$ cat src/rtl/exu_alu_arb.sv
// Two-requester issue arbiter for a shared ALU: starvation override, optional branch priority
// (EXU_ALU_ARB_BR_PRIO_EN), round-robin otherwise, plus a one-deep in-flight tag for the response.
module exu_alu_arb #(
    parameter int PW         = 107,
    parameter int APW        = 24,
    parameter int STARVE_MAX = 3
) (
    input  logic           clk,
    input  logic           rst,
    input  logic           freeze,
    input  logic           flush,
    input  logic           req0_valid,
    input  logic           req1_valid,
    input  logic           req0_br,
    input  logic           req1_br,
    input  logic [PW-1:0]  req0_data,
    input  logic [PW-1:0]  req1_data,
    input  logic [APW-1:0] req0_ap,
    input  logic [APW-1:0] req1_ap,
    output logic           req0_ready,
    output logic           req1_ready,
    output logic           alu_valid,
    output logic           alu_enable,
    output logic [PW-1:0]  alu_data,
    output logic [APW-1:0] alu_ap,
    input  logic           alu_flush_upper,
    output logic           rsp_valid,
    output logic           rsp_id,
    output logic [3:0]     starve0,
    output logic [3:0]     starve1
);

    localparam logic [3:0] STARVE_LIM = 4'(STARVE_MAX);
    localparam logic [3:0] STARVE_SAT = 4'hF;

    logic           blocked;
    logic           contend;
    logic           win1;
    logic           grant;
    logic           gnt0;
    logic           gnt1;

    logic [APW-1:0] ap_q,      ap_d;
    logic           inf_v_q,   inf_v_d;
    logic           inf_id_q,  inf_id_d;
    logic           rr_q,      rr_d;
    logic [3:0]     starve0_q, starve0_d;
    logic [3:0]     starve1_q, starve1_d;

`ifndef EXU_ALU_ARB_BR_PRIO_EN
    logic br_unused;
    assign br_unused = req0_br ^ req1_br;
`endif

    // The ALU's own branch flush also stalls issue, so a killed op never overlaps a new one.
    assign blocked = freeze | flush | alu_flush_upper;
    assign contend = req0_valid & req1_valid;
    assign grant   = ~blocked & (req0_valid | req1_valid);

    always_comb begin
        // NOTE: every combinational output gets a default first so no latch is inferred.
        win1 = req1_valid;
        if (contend) begin
            if (starve0_q >= STARVE_LIM) begin
                win1 = 1'b0;
            end else if (starve1_q >= STARVE_LIM) begin
                win1 = 1'b1;
`ifdef EXU_ALU_ARB_BR_PRIO_EN
            end else if (req0_br != req1_br) begin
                win1 = req1_br;
`endif
            end else begin
                win1 = rr_q;
            end
        end
    end

    assign gnt0       = grant & ~win1;
    assign gnt1       = grant &  win1;
    assign req0_ready = gnt0;
    assign req1_ready = gnt1;
    assign alu_valid  = grant;
    assign alu_enable = grant;
    assign alu_data   = win1 ? req1_data : req0_data;

    always_comb begin
        ap_d      = ap_q;
        rr_d      = rr_q;
        inf_v_d   = 1'b0;
        inf_id_d  = inf_id_q;
        starve0_d = starve0_q;
        starve1_d = starve1_q;

        if (grant) begin
            ap_d = win1 ? req1_ap : req0_ap;
        end
        // The pointer prefers whoever just lost a contended grant.
        if (grant && contend) begin
            rr_d = ~win1;
        end

        if (gnt0) begin
            starve0_d = '0;
        end else if (req0_valid && gnt1 && starve0_q != STARVE_SAT) begin
            starve0_d = starve0_q + 4'd1;
        end
        if (gnt1) begin
            starve1_d = '0;
        end else if (req1_valid && gnt0 && starve1_q != STARVE_SAT) begin
            starve1_d = starve1_q + 4'd1;
        end

        // Flush outranks freeze; freeze parks the tag so the response emerges once it lifts.
        if (flush) begin
            inf_v_d = 1'b0;
        end else if (freeze) begin
            inf_v_d = inf_v_q;
        end else if (grant) begin
            inf_v_d  = 1'b1;
            inf_id_d = win1;
        end
    end

    // NOTE: sequential state uses non-blocking assignments only, so all flops update together.
    always_ff @(posedge clk) begin
        if (rst) begin
            ap_q      <= '0;
            inf_v_q   <= 1'b0;
            inf_id_q  <= 1'b0;
            rr_q      <= 1'b0;
            starve0_q <= '0;
            starve1_q <= '0;
        end else begin
            ap_q      <= ap_d;
            inf_v_q   <= inf_v_d;
            inf_id_q  <= inf_id_d;
            rr_q      <= rr_d;
            starve0_q <= starve0_d;
            starve1_q <= starve1_d;
        end
    end

    assign alu_ap    = ap_q;
    assign rsp_valid = inf_v_q & ~freeze;
    assign rsp_id    = inf_id_q;
    assign starve0   = starve0_q;
    assign starve1   = starve1_q;

endmodule

$ cat config.mk
export PLATFORM = sky130hd
export DESIGN_NAME = exu_alu_arb
export DESIGN_NICKNAME = d
export VERILOG_FILES = /design/src/rtl/exu_alu_arb.sv
export SDC_FILE = /design/constraint.sdc
export NUM_CORES = 1
export LEC_CHECK = 0
export CELL_PAD_IN_SITES_DETAIL_PLACEMENT = 0
export CELL_PAD_IN_SITES_GLOBAL_PLACEMENT = 1
export CORE_AREA = 2 2 163 165
export CTS_CLUSTER_SIZE = 14
export DETAILED_ROUTE_END_ITERATION = 8
export DIE_AREA = 0 0 165 167
export PLACE_DENSITY = 0.74
export SLEW_MARGIN = 15
export SYNTH_ARGS = -nofsm -noshare
export SYNTH_HDL_FRONTEND = slang
export SYNTH_SLANG_ARGS = --single-unit
$ cat constraint.sdc
create_clock -name clk -period 4.5 [get_ports clk]
set_input_delay 0.675 -clock clk [delete_from_list [all_inputs] [get_ports clk]]
set_output_delay 0.675 -clock clk [all_outputs]
set_load 0.01 [all_outputs]
Yosys cells after proc, flatten, opt, wreduce, memory -nomap -nowiden
Index checks and enable logic that the tools add are counted.
{ "totals": {"register_bits": 35, "inputBits": 271, "output_inout_bits": 145, "word_cells": 39} }
{ "classes": {"n_addsub": 2, "n_lt_le_gt_ge": 2, "n_eq_ne": 2, "mux": 6, "bitwise": 12, "n_reduce_logical": 9} }
{ "ops": {"columns": ["cell", "n"], "rows": [
  ["2-to-1 mux 107 bit", 1],
  ["2-to-1 mux 24 bit", 1],
  ["adder 4 x 1 -> 4 bit, second input constant", 2],
  [">= comparator 4 x 2 -> 1 bit, second input constant", 2],
  ["inequality test 4 bit, second input constant", 2],
  ["OR reduction 2 bit", 3],
  ["bitwise AND 1 bit", 5],
  ["logical AND 1 bit", 5],
  ["2-to-1 mux 1 bit", 4],
  ["NOT 1 bit", 4],
  ["OR 1 bit", 3],
  ["AND reduction 3 bit", 1]
]} }

Logic depth before layout (Yosys ltp)
Gate-level depths: netlist of the first run.
{ "logic_depth": {"word_depth": 8, "ltp_mapped": 8, "mapped_depth_nobuf": 5} }

Worst setup path before layout of the first run
No wires, ideal clock.
{ "synth_path": {"path_type": "reg2out", "start": "register starve0_q[0] (netlist: starve0[0])", "end": "output alu_data[100]", "arrival_time_ps": 1940, "t_required_ps": 3825, "path_slack_ps": 1885, "path_stages_with_launch": 9, "n_path_buf": 3, "cell_sequence": "dfxtp_1 ha_1 or3_1 buf_2 o21ai_4 nand2_2 buf_6 buf_6 mux2_4"} }
{ "synth_via": {"elab_chain_len": 4} }
{ "synth_lines": {"columns": ["item", "line", "source"], "rows": [
  ["start, declared", "47", "logic [3:0] starve0_q, starve0_d;"],
  ["start signal, assigned", "138", "starve0_q <= starve0_d;"],
  [">= comparator 4 x 2 -> 1 bit", "64", "if (starve0_q >= STARVE_LIM) begin"],
  ["2-to-1 mux 1 bit", "64", null],
  ["2-to-1 mux 1 bit", "63", "if (contend) begin"],
  ["2-to-1 mux 107 bit", "84", "assign alu_data = win1 ? req1_data : req0_data;"],
  ["end, declared", "24", "output logic [PW-1:0] alu_data,"]
]} }
No other way between the ends.

Final worst setup path of the first run
{ "layout_path": {"start": "register starve1_q[0] (netlist: starve1[0])", "end": "output alu_data[5]"} }
{ "layout_via": {"elab_chain_len": 5} }
{ "layout_lines": {"columns": ["item", "line", "source"], "rows": [
  ["start, declared", "48", "logic [3:0] starve1_q, starve1_d;"],
  ["start signal, assigned", "139", "starve1_q <= starve1_d;"],
  [">= comparator 4 x 2 -> 1 bit", "66", "end else if (starve1_q >= STARVE_LIM) begin"],
  ["2-to-1 mux 1 bit", "66", null],
  ["2-to-1 mux 1 bit", "64", null],
  ["2-to-1 mux 1 bit", "63", null],
  ["2-to-1 mux 107 bit", "84", null]
]} }
No other way between the ends.

==> qor.json, run 1 <==
{
  "cts-resized-gates": 0,
  "global_route_wire_length_before_repair_mm": 26.5,
  "summed_instance_area_of_the_synthesized_netlist_um2": 3050,
  "ys_ff_latch": 35,
  "report.final.hold_viol_count": 0,
  "grt_antenna_before_repair": 3,
  "grt_max_degree": 54,
  "timing.hold.worst_path_depth": 2,
  "grt_pass1_vias": 4282,
  "worstReg2RegEnd": "alu_ap[15]",
  "synth_edf_count": 0,
  "clock-root-buffer": "sky130_fd_sc_hd__clkbuf_16",
  "die-area_um2": 27600,
  "critPathRequiredTime_ns": 3.83,
  "drive_gt1_frac": 0.178,
  "synth_net_count": 594,
  "worstSetupStartpointType": "flop",
  "dp_hpwl_mm": 15.7,
  "cp.arrival_ns": 2.93,
  "place.gp.congestion": 0.743,
  "r2r_setup_slack_ns": 2.08,
  "synth_top_cell_area_share": 0.284,
  "critical_path_class": "flop to output pin",
  "wirelength_mm": 19.1,
  "grt_overflow": 0,
  "clk-insertion-delay-late_ns": 0.28,
  "vias_per_cell": 3.96,
  "syn_area_per_cell_um2": 9.50,
  "post_drt_wl_per_cell_um": 18.1,
  "drt_drc_violations_left": 0,
  "hold_slack_ns": 0.458,
  "cts.sink_count": 35,
  "drtAntennaViolNets": 0,
  "power-per-cell-area_nw_per_um2": 177,
  "cts_tree": "done",
  "floorplan.initialDensity": 0.118,
  "synthCells": 321,
  "proportion_of_synthesized_chip_area_in_sequential_cells": 0.230,
  "cts_setup_buffers": 0,
  "setup-tns-final_ns": 0,
  "slew_headroom": 0.356,
  "fin_nets": 992,
  "ioPinCount": 416,
  "worst_tran_pin_value_ns": 0.966,
  "maxCapViolations": 0,
  "critPathCaptureType": "output pin",
  "hold_end": "rsp_id",
  "fp-row-count": 59,
  "firstDrtPassIters": 4,
  "layout.core_utilization": 0.298,
  "cts_inserted_buffers": 5,
  "cts_max_level": 2,
  "fp.coreArea_um2": 25800,
  "area.growth.synth_to_final_pct": 152,
  "synth-main-ff-cell": "sky130_fd_sc_hd__dfxtp_1",
  "worst_clock_skew_on_the_final_layout_ns": 0.00607,
  "drv_slew": 0,
  "final.min_clock_period_ns": 3.60,
  "synthesis.yosys.warnings": 0,
  "die_w_um": 165,
  "crit-reg2reg-launch": "starve1[0]",
  "global_route.usage.total": 0.129,
  "hold_path_startpoint": "rsp_id",
  "timing.critical_path.fanout_max": 40,
  "outcome": "finished, final reports clean",
  "async_reset_ff_frac": 0,
  "n_fill_cell": 2736,
  "antennaDiodeCount": 0,
  "yosys.area.top_type": "sky130_fd_sc_hd__mux2_2",
  "io_buffers": 413,
  "first_iter_violations": 210,
  "largest_vdd_supply_drop_v": 0.000119,
  "cts.reportedPaths.clkPinSlew_ns": 0.07,
  "place_ws_ns": 0.868,
  "number_of_failing_setup_endpoints_in_the_final_timing_report": 0,
  "min_period_over_period": 0.801,
  "route.vias.total": 4175,
  "fmax_mhz": 277,
  "timing.final.ws_setup_ns": 0.896,
  "hold_class": "flop to flop",
  "ctsHoldBuffers": 0,
  "netlist-cell-type-count": 34,
  "die_y_um": 167,
  "ff2ff_path_depth": 5,
  "p_leak_nw": 2.80,
  "main_area_contributors_after_synthesis": "sky130_fd_sc_hd__mux2_2 28%, sky130_fd_sc_hd__dfxtp_1 23%, sky130_fd_sc_hd__mux2_4 15%, sky130_fd_sc_hd__a311oi_1 6.9%, sky130_fd_sc_hd__nand3_1 4.8%",
  "cts-root-to-sink-buffers": 2,
  "setup_repair_after_global_routing_missed_its_margin": "false"
}
metal layers:
layer / vias to the layer above / wire length [um] / global-route usage
met3: 14 / 1450 / 0.0309
li1: 2009 / - / -
met5: - / 38 / 0
met2: 206 / 9370 / 0.228
met4: 6 / 158 / 0.0185
met1: 1940 / 8090 / 0.160
state kept, by name (all words and copies together) (netlist names):
register / cells
rr_q: 1
inf_v_q: 1
starve1: 4
alu_ap: 24
rsp_id: 1
starve0: 4
where the power goes:
group          leakage (nW)  switching, mW  internal [mW]
logic                  2.45          0.220          0.451
registers             0.285        0.00545          0.321
clock network        0.0664          0.159          0.208
synth_stat cells (2+ instances only):
master	instances
sky130_fd_sc_hd__mux2_2	77
sky130_fd_sc_hd__dfxtp_1	35
sky130_fd_sc_hd__mux2_4	30
sky130_fd_sc_hd__nand3_1	29
sky130_fd_sc_hd__o21ai_0	29
sky130_fd_sc_hd__nor2_1	27
sky130_fd_sc_hd__a311oi_1	24
sky130_fd_sc_hd__clkbuf_1	15
sky130_fd_sc_hd__buf_2	10
sky130_fd_sc_hd__a21oi_1	7
sky130_fd_sc_hd__buf_6	4
sky130_fd_sc_hd__nor3_1	3
sky130_fd_sc_hd__or3_1	3
sky130_fd_sc_hd__a211oi_1	2
sky130_fd_sc_hd__and2_1	2
sky130_fd_sc_hd__ha_1	2
sky130_fd_sc_hd__inv_1	2
sky130_fd_sc_hd__nand2_1	2
sky130_fd_sc_hd__nand4_1	2
sky130_fd_sc_hd__nor3b_1	2
through the flow:
stage / cell area [um2] / std cells / total power, mW
after floorplan: 3050 / 321 / 0.557
after global placement: 7530 / 1047 / 1.01
after detailed placement: 7530 / 1047 / 1.01
after CTS: 7680 / 1055 / 1.39
after global routing: 7680 / 1055 / 1.44
final: 7680 / 1055 / 1.36
cells by family after synthesis:
group | share of synthesized area
flip-flops | 0.230
buffers and inverters | 0.0558
AO/OA/AOI/OAI | 0.149
AND/OR/NAND/NOR | 0.122
adder cells (fa/ha/maj) | 0.00821
multiplexers | 0.435
worst max-delay path, cell delays in order, from the launching register on:
cell                              delay (ns)
sky130_fd_sc_hd__dfxtp_1                0.35
sky130_fd_sc_hd__ha_1                   0.25
sky130_fd_sc_hd__nor4_2                 0.39
sky130_fd_sc_hd__o21ai_4                0.11
sky130_fd_sc_hd__nand2_4                0.26
sky130_fd_sc_hd__buf_12                 0.31
sky130_fd_sc_hd__mux2_2                 0.42
sky130_fd_sc_hd__clkdlybuf4s50_1        0.51
placed cells by master, fill, tap and decap left out, types with 3 or more instances in the layout:
| cell type | synthesis | routed |
|---|---|---|
| sky130_fd_sc_hd__o21ai_0 | 29 | 29 |
| sky130_fd_sc_hd__buf_4 | 1 | 6 |
| sky130_fd_sc_hd__mux2_4 | 30 | 30 |
| sky130_fd_sc_hd__clkdlybuf4s50_1 | 0 | 413 |
| sky130_fd_sc_hd__nor3_1 | 3 | 3 |
| sky130_fd_sc_hd__a311oi_1 | 24 | 24 |
| sky130_fd_sc_hd__nand3_1 | 29 | 29 |
| sky130_fd_sc_hd__mux2_2 | 77 | 77 |
| sky130_fd_sc_hd__nor2_1 | 27 | 27 |
| sky130_fd_sc_hd__dfxtp_1 | 35 | 35 |
| sky130_fd_sc_hd__clkbuf_16 | 0 | 5 |
| sky130_fd_sc_hd__or3_1 | 3 | 3 |
| sky130_fd_sc_hd__a21oi_1 | 7 | 7 |
layout make-up:
| type | instances | area, um2 | share of cell area |
|---|---|---|---|
| multi-input cells | 253 | 2180 | 0.284 |
| inverters | 3 | 11.3 | 0.00147 |
| repair buffers | 421 | 4220 | 0.549 |
| flip-flops and latches | 35 | 701 | 0.0912 |
| clock inverters | 3 | 23.8 | 0.00309 |
| well taps | 335 | 419 | 0.0546 |
| clock buffers | 5 | 125 | 0.0163 |
how the worst max path moves through the flow:
stage / slack (ns) / endpoint / cells past startpoint / from
6_report: 0.90 / alu_data[5] / 7 / starve1[0]
5_1_grt: 0.71 / alu_data[2] / 7 / starve1[0]
4_1_cts: 0.85 / alu_data[5] / 7 / starve1[0]
3_5_place_dp: 0.87 / alu_data[5] / 6 / req0_valid
3_3_place_gp: 0.88 / alu_data[5] / 6 / req0_valid
2_1_floorplan: 1.89 / alu_data[100] / 8 / starve0[0]
(Power assumes the default switching activity.)
==> run 2: changes to the inputs <==
CORE_AREA = 2 2 164 166   (was 2 2 163 165)
DIE_AREA = 0 0 166 168   (was 0 0 165 167)
PLACE_DENSITY = 0.73   (was 0.74)
clock period = 3.42 ns   (was 4.5 ns; I/O delays follow)
==> run 2 against run 1 <==
Via count up 0.34%. Non-clock buffer count up 6. Total power up 30%. Critical path depth unchanged. Critical endpoint is now alu_data[32]. Cell count up 1.1%. Register-to-register slack worse by 0.79 ns. Highest routed layer unchanged. Setup slack worse by 0.66 ns.
==> qor.json, run 2 (synthesis results as in run 1) <==
{
  "critPathRequiredTime_ns": 2.91,
  "antennaDiodeCount": 0,
  "die_w_um": 166,
  "wirelength_mm": 18.6,
  "worst_setup_startpoint": "starve1[0]",
  "slew_headroom": 0.427,
  "grt_antenna_before_repair": 4,
  "ff2ff_path_depth": 7,
  "drv_slew": 0,
  "setup_repair_after_global_routing_missed_its_margin": "false",
  "design_area_um2": 7740,
  "dpl-instance-area_um2": 7600,
  "grt_max_degree": 38,
  "global_route.usage.total": 0.123,
  "place.gp.congestion": 0.721,
  "cts_inserted_buffers": 5,
  "fin_nets": 998,
  "outcome": "finished, final reports clean",
  "worst_clock_skew_on_the_final_layout_ns": 0.00528,
  "cts_max_level": 2,
  "global_route_wire_length_before_repair_mm": 26.6,
  "use_met1": 0.158,
  "gr-max-usage-layer": "met2",
  "dp_hpwl_mm": 15.5,
  "ioPinCount": 416,
  "vias_per_cell": 3.93,
  "hold_path_startpoint": "rsp_id",
  "layout_common_cells": "413 x sky130_fd_sc_hd__clkdlybuf4s50_1, 77 x sky130_fd_sc_hd__mux2_2, 35 x sky130_fd_sc_hd__dfxtp_1",
  "fp-row-count": 60,
  "drt_drc_violations_left": 0,
  "grt_pass1_vias": 4315,
  "groute.layer.met2.usage": 0.216,
  "cts.reportedPaths.clkPinSlew_ns": 0.06,
  "largest_reg_flops": 24,
  "post_drt_wl_per_cell_um": 17.4,
  "critPathCaptureType": "output pin",
  "n_fill_cell": 2769,
  "io_buffers": 413,
  "drive_gt1_frac": 0.183,
  "crit-reg2reg-launch": "starve0[0]",
  "grt_overflow": 0,
  "cts_setup_buffers": 0,
  "final_common_cell": "sky130_fd_sc_hd__clkdlybuf4s50_1",
  "worstSetupStartpointType": "flop",
  "worst_tran_pin_value_ns": 0.859,
  "drtAntennaViolNets": 0,
  "cts.sink_count": 35,
  "min_period_over_period": 0.931,
  "critical_path_class": "flop to output pin",
  "cts-resized-gates": 0,
  "largest_vdd_supply_drop_v": 0.000154,
  "dpl.cell_count": 1059,
  "clock-root-buffer": "sky130_fd_sc_hd__clkbuf_16",
  "number_of_failing_setup_endpoints_in_the_final_timing_report": 0,
  "die-area_um2": 27900,
  "fmax_mhz": 314,
  "die_y_um": 168,
  "power-per-cell-area_nw_per_um2": 229,
  "report.final.hold_viol_count": 0,
  "firstDrtPassIters": 4,
  "fp.coreArea_um2": 26400,
  "setup-tns-final_ns": 0,
  "p_leak_nw": 2.83,
  "clk-insertion-delay-late_ns": 0.28,
  "final.min_clock_period_ns": 3.19,
  "ctsHoldBuffers": 0,
  "floorplan.initialDensity": 0.116,
  "timing.critical_path.fanout_max": 37,
  "cts_tree": "done",
  "first_iter_violations": 152,
  "area.growth.synth_to_final_pct": 154,
  "groute.layer.met3.usage": 0.0303,
  "timing.hold.worst_path_depth": 2,
  "fin_cells": 1067,
  "cts-root-to-sink-buffers": 2,
  "hold_class": "flop to flop",
  "maxCapViolations": 0,
  "cp.arrival_ns": 2.67,
  "route.vias.total": 4189
}
## run 2: metrics by stage
| step | util | hold slack (ns) | power, mW | worst slack, ns |
|---|---|---|---|---|
| floorplan | - | 0.481 | 0.733 | 0.967 |
| global placement | 0.288 | 0.448 | 1.33 | 0.376 |
| detailed placement | 0.288 | 0.455 | 1.33 | 0.360 |
| CTS | 0.294 | 0.468 | 1.81 | 0.196 |
| global route | 0.294 | 0.491 | 1.87 | 0.0436 |
| finish | 0.294 | 0.469 | 1.77 | 0.235 |
## run 2: path summary, 6_finish.rpt
| check | end | slack (ns) |
|---|---|---|
| max | alu_data[32] | 0.23 |
| min | rsp_id | 0.47 |
| max reg2reg | starve0[2] | 1.29 |
| min reg2reg | rsp_id | 0.47 |
## run 2: critical path, cell delays in order (launching register included)
cell	delay, ns
sky130_fd_sc_hd__dfxtp_1	0.34
sky130_fd_sc_hd__ha_1	0.24
sky130_fd_sc_hd__nor4_2	0.38
sky130_fd_sc_hd__o21ai_4	0.10
sky130_fd_sc_hd__nand2_4	0.16
sky130_fd_sc_hd__buf_12	0.25
sky130_fd_sc_hd__mux2_2	0.36
sky130_fd_sc_hd__clkdlybuf4s50_1	0.53
## run 2: area by class of cell
type | instances | area (um2) | share of cell area
clock buffer | 6 | 129 | 0.0167
multi-input combinational | 253 | 2180 | 0.282
inverter | 3 | 11.3 | 0.00145
timing repair buffer | 427 | 4280 | 0.553
sequential | 35 | 701 | 0.0905
tap | 341 | 427 | 0.0551
clock inverter | 2 | 12.5 | 0.00162
## run 2: power by group
group	total, mW	internal (mW)	leakage [nW]	switching, mW
combinational	0.884	0.598	2.48	0.286
sequential	0.429	0.422	0.285	0.00722
clock	0.459	0.269	0.0669	0.189
total	1.77	1.29	2.83	0.482
## run 2: per-layer routing
layer  part of all wire  wire length, um
met1               0.44             8080
met2               0.49             9100
met3              0.067             1250
met4             0.0051               95
met5             0.0019               36
